### config.mk
export PLATFORM = sky130hd
export DESIGN_NAME = alu_issue_stage
export DESIGN_NICKNAME = d
export VERILOG_FILES = /design/src/rtl/alu_issue_stage.sv
export SDC_FILE = /design/constraint.sdc
export NUM_CORES = 1
export LEC_CHECK = 0
export BUFFER_PORTS_ARGS = -buffer_cell sky130_fd_sc_hd__buf_4
export CAP_MARGIN = 10
export CORE_ASPECT_RATIO = 0.6
export CORE_MARGIN = 2
export CORE_UTILIZATION = 29
export DETAILED_ROUTE_END_ITERATION = 8
export GPL_ROUTABILITY_DRIVEN = 1
export PLACE_DENSITY = 0.52
export SETUP_SLACK_MARGIN = 0.1
export SYNTH_ARGS = -nofsm -noshare
export SYNTH_HDL_FRONTEND = slang
export SYNTH_SLANG_ARGS = --single-unit
### constraint.sdc
create_clock -name clock -period 4.1 [get_ports clock]
set_input_delay 0.205 -clock clock [delete_from_list [all_inputs] [get_ports clock]]
set_output_delay 0.205 -clock clock [all_outputs]
set_load 0.01 [all_outputs]
### src/rtl/alu_issue_stage.sv
//==============================================================================
// Module   : alu_issue_stage
// Brief    : RV32I decode/issue stage; registers ALU control and operands
//            into an ID/EX register behind a valid/ready handshake with flush.
// Revision : 1.0 - initial release
//==============================================================================
`default_nettype none

module alu_issue_stage #(
    parameter int XLEN = 32
) (
    input  logic            clock,
    input  logic            reset,
    input  logic            in_valid,
    output logic            in_ready,
    input  logic [31:0]     instruction,
    input  logic [XLEN-1:0] pc,
    input  logic [XLEN-1:0] rs1_data,
    input  logic [XLEN-1:0] rs2_data,
    input  logic            flush,
    input  logic            out_ready,
    output logic            out_valid,
    output logic [5:0]      ALU_Control,
    output logic            branch_op,
    output logic [XLEN-1:0] operand_A,
    output logic [XLEN-1:0] operand_B,
    output logic [XLEN-1:0] store_data,
    output logic [4:0]      rd_addr,
    output logic            illegal
);

    localparam logic [6:0] c_OPC_OP     = 7'b0110011;
    localparam logic [6:0] c_OPC_OP_IMM = 7'b0010011;
    localparam logic [6:0] c_OPC_BRANCH = 7'b1100011;
    localparam logic [6:0] c_OPC_LOAD   = 7'b0000011;
    localparam logic [6:0] c_OPC_STORE  = 7'b0100011;
    localparam logic [6:0] c_OPC_LUI    = 7'b0110111;
    localparam logic [6:0] c_OPC_AUIPC  = 7'b0010111;
    localparam logic [6:0] c_OPC_JAL    = 7'b1101111;
    localparam logic [6:0] c_OPC_JALR   = 7'b1100111;

    localparam logic [5:0] c_ALU_ADD    = 6'b000000;
    localparam logic [5:0] c_ALU_JAL    = 6'b011111;
    localparam logic [5:0] c_ALU_JALR   = 6'b111111;

    logic [6:0]      w_opcode;
    logic [2:0]      w_funct3;
    logic [XLEN-1:0] w_imm_i;
    logic [XLEN-1:0] w_imm_s;
    logic [XLEN-1:0] w_imm_u;
    logic [XLEN-1:0] w_shamt;
    logic [XLEN-1:0] w_pc_plus4;
    logic            w_alt_op;
    logic            w_take;
    logic            w_unused;

    logic [5:0]      w_ctrl;
    logic            w_branch;
    logic [XLEN-1:0] w_op_a;
    logic [XLEN-1:0] w_op_b;
    logic [4:0]      w_rd;
    logic            w_illegal;

    logic            r_valid;
    logic [5:0]      r_ctrl;
    logic            r_branch;
    logic [XLEN-1:0] r_op_a;
    logic [XLEN-1:0] r_op_b;
    logic [XLEN-1:0] r_store;
    logic [4:0]      r_rd;
    logic            r_illegal;

    assign w_opcode   = instruction[6:0];
    assign w_funct3   = instruction[14:12];
    assign w_imm_i    = XLEN'($signed(instruction[31:20]));
    assign w_imm_s    = XLEN'($signed({instruction[31:25], instruction[11:7]}));
    assign w_imm_u    = XLEN'($signed({instruction[31:12], 12'b0}));
    assign w_shamt    = XLEN'(instruction[24:20]);
    assign w_pc_plus4 = pc + XLEN'(4);
    // Register source indices are resolved upstream by the register file.
    assign w_unused   = ^instruction[19:15];

    // instr[30] selects SUB/SRA only; other funct3 values ignore it.
    assign w_alt_op = instruction[30] && ((w_funct3 == 3'b000) || (w_funct3 == 3'b101));

    always_comb begin
        w_ctrl    = c_ALU_ADD;
        w_branch  = 1'b0;
        w_op_a    = '0;
        w_op_b    = '0;
        w_rd      = instruction[11:7];
        w_illegal = 1'b0;
        case (w_opcode)
            c_OPC_OP: begin
                w_ctrl = {2'b00, w_alt_op, w_funct3};
                w_op_a = rs1_data;
                w_op_b = rs2_data;
            end
            c_OPC_OP_IMM: begin
                w_ctrl = {2'b00, (w_funct3 == 3'b101) && instruction[30], w_funct3};
                w_op_a = rs1_data;
                w_op_b = (w_funct3[1:0] == 2'b01) ? w_shamt : w_imm_i;
            end
            c_OPC_BRANCH: begin
                w_ctrl    = {3'b010, w_funct3};
                w_branch  = 1'b1;
                w_op_a    = rs1_data;
                w_op_b    = rs2_data;
                w_rd      = 5'd0;
                w_illegal = (w_funct3 == 3'b010) || (w_funct3 == 3'b011);
            end
            c_OPC_LOAD: begin
                w_op_a = rs1_data;
                w_op_b = w_imm_i;
            end
            c_OPC_STORE: begin
                w_op_a = rs1_data;
                w_op_b = w_imm_s;
                w_rd   = 5'd0;
            end
            c_OPC_LUI: begin
                w_op_b = w_imm_u;
            end
            c_OPC_AUIPC: begin
                w_op_a = pc;
                w_op_b = w_imm_u;
            end
            c_OPC_JAL: begin
                w_ctrl = c_ALU_JAL;
                w_op_a = w_pc_plus4;
            end
            c_OPC_JALR: begin
                w_ctrl = c_ALU_JALR;
                w_op_a = w_pc_plus4;
            end
            default: begin
                w_illegal = 1'b1;
                w_rd      = 5'd0;
            end
        endcase
    end

    assign in_ready = !r_valid || out_ready;
    assign w_take   = in_valid && in_ready;

    // Flush outranks both capture and hold.
    always_ff @(posedge clock or posedge reset) begin
        if (reset) begin
            r_valid   <= 1'b0;
            r_ctrl    <= '0;
            r_branch  <= 1'b0;
            r_op_a    <= '0;
            r_op_b    <= '0;
            r_store   <= '0;
            r_rd      <= '0;
            r_illegal <= 1'b0;
        end else if (flush) begin
            r_valid <= 1'b0;
        end else if (w_take) begin
            r_valid   <= 1'b1;
            r_ctrl    <= w_ctrl;
            r_branch  <= w_branch;
            r_op_a    <= w_op_a;
            r_op_b    <= w_op_b;
            r_store   <= rs2_data;
            r_rd      <= w_rd;
            r_illegal <= w_illegal;
        end else if (out_ready) begin
            r_valid <= 1'b0;
        end
    end

    assign out_valid   = r_valid;
    assign ALU_Control = r_ctrl;
    assign branch_op   = r_branch;
    assign operand_A   = r_op_a;
    assign operand_B   = r_op_b;
    assign store_data  = r_store;
    assign rd_addr     = r_rd;
    assign illegal     = r_illegal;

endmodule

`default_nettype wire

# Word-level counts from Yosys, hierarchy flattened

Index checks and enable logic that the tools add are counted.

Memories kept: 0
Bits in writable memories: 0
Register bits after elaboration: 110
ROM bits: 0
Logic and storage cells: 49
Bits in latches: 0
Input port bits: 133
Output and inout port bits: 111

Multiplexer cells: 10
Multiply operators: 0
Shift-type cells: 0
Reduce and logical (&&, ||, !) cells: 16
Div/mod/pow operators: 0
Magnitude comparators: 0
Bitwise gates (word level): 1
$add $sub $neg: 1
Equality and inequality tests: 13

Operators by type and width:

| operator              | number |
|---|---|
| $pmux 32 s5           | 1 |
| $pmux 32 s3           | 1 |
| $add 32x3->32 const B | 1 |
| $mux 32               | 1 |
| $pmux 6 s5            | 1 |
| $eq 7x6->1 const B    | 3 |
| $eq 7x7->1 const B    | 3 |
| $eq 7x5->1 const B    | 2 |
| $reduce_or 8->1       | 1 |
| $eq 7x2->1 const B    | 1 |
| $reduce_or 7->1       | 1 |
| $eq 3x2->1 const B    | 2 |
| $reduce_or 2->1       | 3 |
| $mux 5                | 1 |
| $reduce_or 5->1       | 1 |
| $mux 1                | 4 |
| $eq 3x3->1 const B    | 1 |
| $logic_and 1x1->1     | 3 |
| $logic_not 3->1       | 1 |
| $logic_or 1x1->1      | 3 |
| $reduce_bool 3->1     | 1 |
| $eq 2x1->1 const B    | 1 |
| $pmux 1 s2            | 1 |
| $reduce_and 2->1      | 1 |
| 2 further kinds       | 2 |

# Depth between registers and ports, before layout

Depth after elaboration: 5
Mapped depth: 9

# Least setup slack after synthesis

OpenSTA, ideal clock, no wires.

Kind: in2reg
Start point: in instruction[5]
End point: reg r_op_a[23] (netlist: operand_A[23])
Cell stages on the path: 8
Setup slack: 2,278 ps
Library setup time: 142 ps
Path buffers: 4
Arrival time: 1,680 ps
Path through: clkbuf_1 -> nor2b_1 -> buf_6 -> and3_1 -> clkbuf_1 -> o31ai_1 -> buf_2 -> a22oi_1

Word-level cells in the longest chain between the ends: 3
Elaborated cells between the ends (all ways): 11

Ends and longest elaborated chain:

| item                                                                | line | text |
|---|---|---|
| from (decl)                                                         | 16   | `input logic [31:0] instruction,` |
| $eq 7x6->1, or another cell as far along                            | 93   | `case (w_opcode)` |
| $reduce_or 5->1 (no source line) or $reduce_or 2->1 (tied branches) | --   |  |
| $pmux 32 s3 *                                                       | 93   |  |
| to (signal assigned)                                                | 163  | `r_op_a <= w_op_a;` |
| to (decl)                                                           | 67   | `logic [XLEN-1:0] r_op_a;` |

Every way passes the cells marked *; elsewhere a longest branch is shown, timed or not.
A chain may end at the register's enable or synchronous reset.

# Worst setup path after layout

Start point: reg r_valid (netlist: out_valid)
End point: reg r_op_a[31] (netlist: operand_A[31])

Word-level cells in the longest chain between the ends: 4

Ends and longest elaborated chain:

| item                              | line | text |
|---|---|---|
| from (decl)                       | 64   | `logic r_valid;` |
| from (signal assigned)            | 149  | `r_valid <= 1'b0;` |
| from (signal assigned)            | 158  | `r_valid <= 1'b0;` |
| from (signal assigned)            | 160  | `r_valid <= 1'b1;` |
| $logic_not 1->1                   | 143  | `assign in_ready = !r_valid \|\| out_ready;` |
| $logic_or 1x1->1                  | 143  |  |
| $logic_and 1x1->1                 | 144  | `assign w_take = in_valid && in_ready;` |
| $reduce_and 2->1 (no source line) | --   |  |

Every way passes these cells.

==> results.md <==
* Clock Path Buffers at 2
* Clock sinks at 110
* Crit path from: out_valid
* Gpl congestion at 0.8347
* CP max-delay cell: buf_4
* Unrepaired setup endpoints after global routing: false
* Number of gates resized after CTS at 0
* Crit-path max FO at 57
* Antenna diodes at 0
* WL/cell at 19.90 um
* Max Freq at ~460 MHz
* Top-area cell type share of the netlist area at between 40% and 50%
* Layout fillers at 1960
* CTS tree: built
* Final WL at 22580 um
* DRC at 0
* Avg Synthesized Cell Area at 8.834 um2
* Total Neg Setup Slack at 0 ps
* Post-synth top cells: nand2_1, dfrtp_1, o21ai_0, a221oi_1, clkbuf_1
* Post-synthesis sequential area ratio at 48.53%
* Core Util, Final at 42.18%
* Full die area at slightly above 0.02 mm2
* Multiplexer share of the synthesized area at 0%
* Die X-Extent at around 180 um
* Largest family of logic cells by synthesized area: compound AO/OA/AOI/OAI gates
* Library cells used by synthesis at 58
* Dpl cell area at around 0.0078 mm2
* Num rows at 39
* Core Area at 0.01908 mm2
* Skew final at around 7.1 ps
* Worst R2R Start: out_valid
* Final-report max-slew violation count at 0
* First-pass GRT wire length at between 30000 and 40000 um
* Via density at 5.134
* Post-synthesis register bit count at 110
* YS warnings at 0
* Worst-Skew Late Latency at approximately 360 ps
* Fin crit period at approximately 2200 ps
* Peak supply drop at around 0.18 mV
* 1st-iter DRT viols at around 380
* Via count at about 5800
* Boundary Pins at around 240
* Synth Net Count at around 780
* Cell Chain, Critical Path: nor2b_1 -> nor3b_2 -> buf_4 -> nor2_1 -> or4_1 -> o211ai_1
* Compound-cell area share of the yosys netlist at between 20% and 30%
* Total GRT Usage at between 20% and 30%
* Pre-antenna DRT Iters at 7
* Vias in the first global route at roughly 5600
* Htree depth at 3
* Slew @ Worst Pin at between 900 and 1000 ps
* CP Data Required Time at 4370 ps
* Final setup viols at 0
* Post-CTS Setup Bufs at 0
* Die height at ~110 um
* Post-synth ARST share at 100.0%
* Main synth FF type: dfrtp_1
* GRT overflow at 0
* Hold path startpoint: flush
* CP Data Arrival Time at roughly 2400 ps
* Post-DP HPWL at 16690 um
* Final Hold Vio Count at 0
* Post-DRT Antenna Nets at 0
* Clk root buf: clkbuf_16
* Port Buffers at 243
* Nets at between 900 and 1000
* Final Cell Area at roughly 0.0080 mm2
* Static leakage at between 3 and 4 nW
* Critical Path Max Stage Delay at ~610 ps
* Slew headroom at 34.42%
* Crit start category: flop
* Cell Pwr Density at 322.3 mW/mm2
* EDFF count, synth at 0
* Max Cap Violations at 0
* Area grow syn2layout at 41.89%
* Cell Area, Synth at around 0.0057 mm2
* Synth Area in XOR/XNOR at under 10%
* Most common cell in the netlist: nand2_1
* Largest area contributor in the netlist: dfrtp_1
* Synth area leaders: dfrtp_1, nand2_1, o21ai_0, a221oi_1, a21oi_1
* Status: complete, no violations
* Initial core utilization at between 20% and 30%
* Antenna violations before repair at 0
* Worst-path clk slew at 80 ps
* Hold Crit Class: input port to flop
* Synth Area in Adders at less than 1%
* Worst Setup End Kind: flop
* Share of layout cells above drive strength 1 at between 30% and 40%
* Num CTS Buffers at 9
* Synth Area in Simple Gates at ~22%
* Crit share post-route at 52.54%
* Gate Count Post-Synth at ~640
* Largest net degree at the start of global routing at 68
* Worst Path Class, Setup: flop to flop
## routing by layer
metal / track usage [%] / wire length, um
met5: 0 / 0
met4: 3.360 / 103
met1: 36.00 / 11660
met3: 5.127 / 1691
met2: 28.82 / 9124
## placed cells by master, fill, tap and decap left out, drive strengths merged, types with 6 or more instances in the layout
| cell | n |
|---|---|
| a221oi | 37 |
| o21ai | 72 |
| clkbuf | 10 |
| and3 | 10 |
| buf | 257 |
| a21oi | 28 |
| nand3 | 7 |
| a22o | 6 |
| nor2b | 8 |
| nand4 | 8 |
| a22oi | 10 |
| nor3 | 8 |
| nor3b | 7 |
| nand2 | 165 |
| dfrtp | 110 |
| a222oi | 7 |
| nor2 | 32 |
| nor4 | 6 |
| inv | 14 |
## sequential cells by signal (all words and copies together), names as in the netlist
register / count
operand_A: 32
operand_B: 32
store_data: 32
ALU_Control: 6
rd_addr: 5
branch_op: 1
illegal: 1
out_valid: 1
## through the flow
step	instances	hold slack, ps	worst slack (ps)	total power, W
after global placement	1118	357.1	1776	0.001750
after global routing	1135	14.16	1774	0.002738
after CTS	1135	11.20	1950	0.002637
after detailed placement	1118	353.7	1653	0.001751
final	1135	29.83	1946	0.002594
after floorplan	642	271.4	992.7	0.001425
## worst paths after layout
check / slack (ps) / cells after the start / to
setup / recovery: 1950 / 6 / operand_A[31]
hold / removal: 30 / 2 / out_valid
setup reg to reg: 1950 / 6 / operand_A[31]
hold reg to reg: 480 / 2 / store_data[19]
max in group asynchronous: 2470 / 4 / operand_A[2]
min in group asynchronous: 500 / 3 / operand_A[15]
## critical path, delay by kind of cell, from the launching register on
kind                   cells  cell delay [ps]
DFF                        1              370
and+or+nand+nor            4              960
AOI/OAI and AO/OA          1              100
buffers and inverters      1              610
## report_power, final
part / switching [W] / total (W) / internal (W)
registers: 0.0000451 / 0.00121 / 0.00116
clock network: 0.000443 / 0.000868 / 0.000425
logic: 0.000271 / 0.000519 / 0.000248
## final cells by class
class | instances | area, um2 | area share [%]
Tap cell | 266 | 332.8 | 4.136
Inverter | 10 | 40.04 | 0.4975
Sequential cell | 110 | 2753 | 34.20
Clock buffer | 10 | 229.0 | 2.845
Clock inverter | 6 | 51.30 | 0.6374
Multi-Input combinational cell | 475 | 2690 | 33.43
Timing Repair Buffer | 258 | 1952 | 24.25
## kinds of logic after synthesis
family	count (synthesis)
adders and majority gates	1
AOI/OAI and AO/OA	194
buffers and inverters	57
and+or+nand+nor	271
DFF	110
xor gates and xnor gates	9
## what timing repair did
item / CTS / global route
hold buffers: 1 / 0
endpoints found under the setup margin: 0 / 0
hold endpoints to repair: 48 / 0
(Power assumes the default switching activity.)
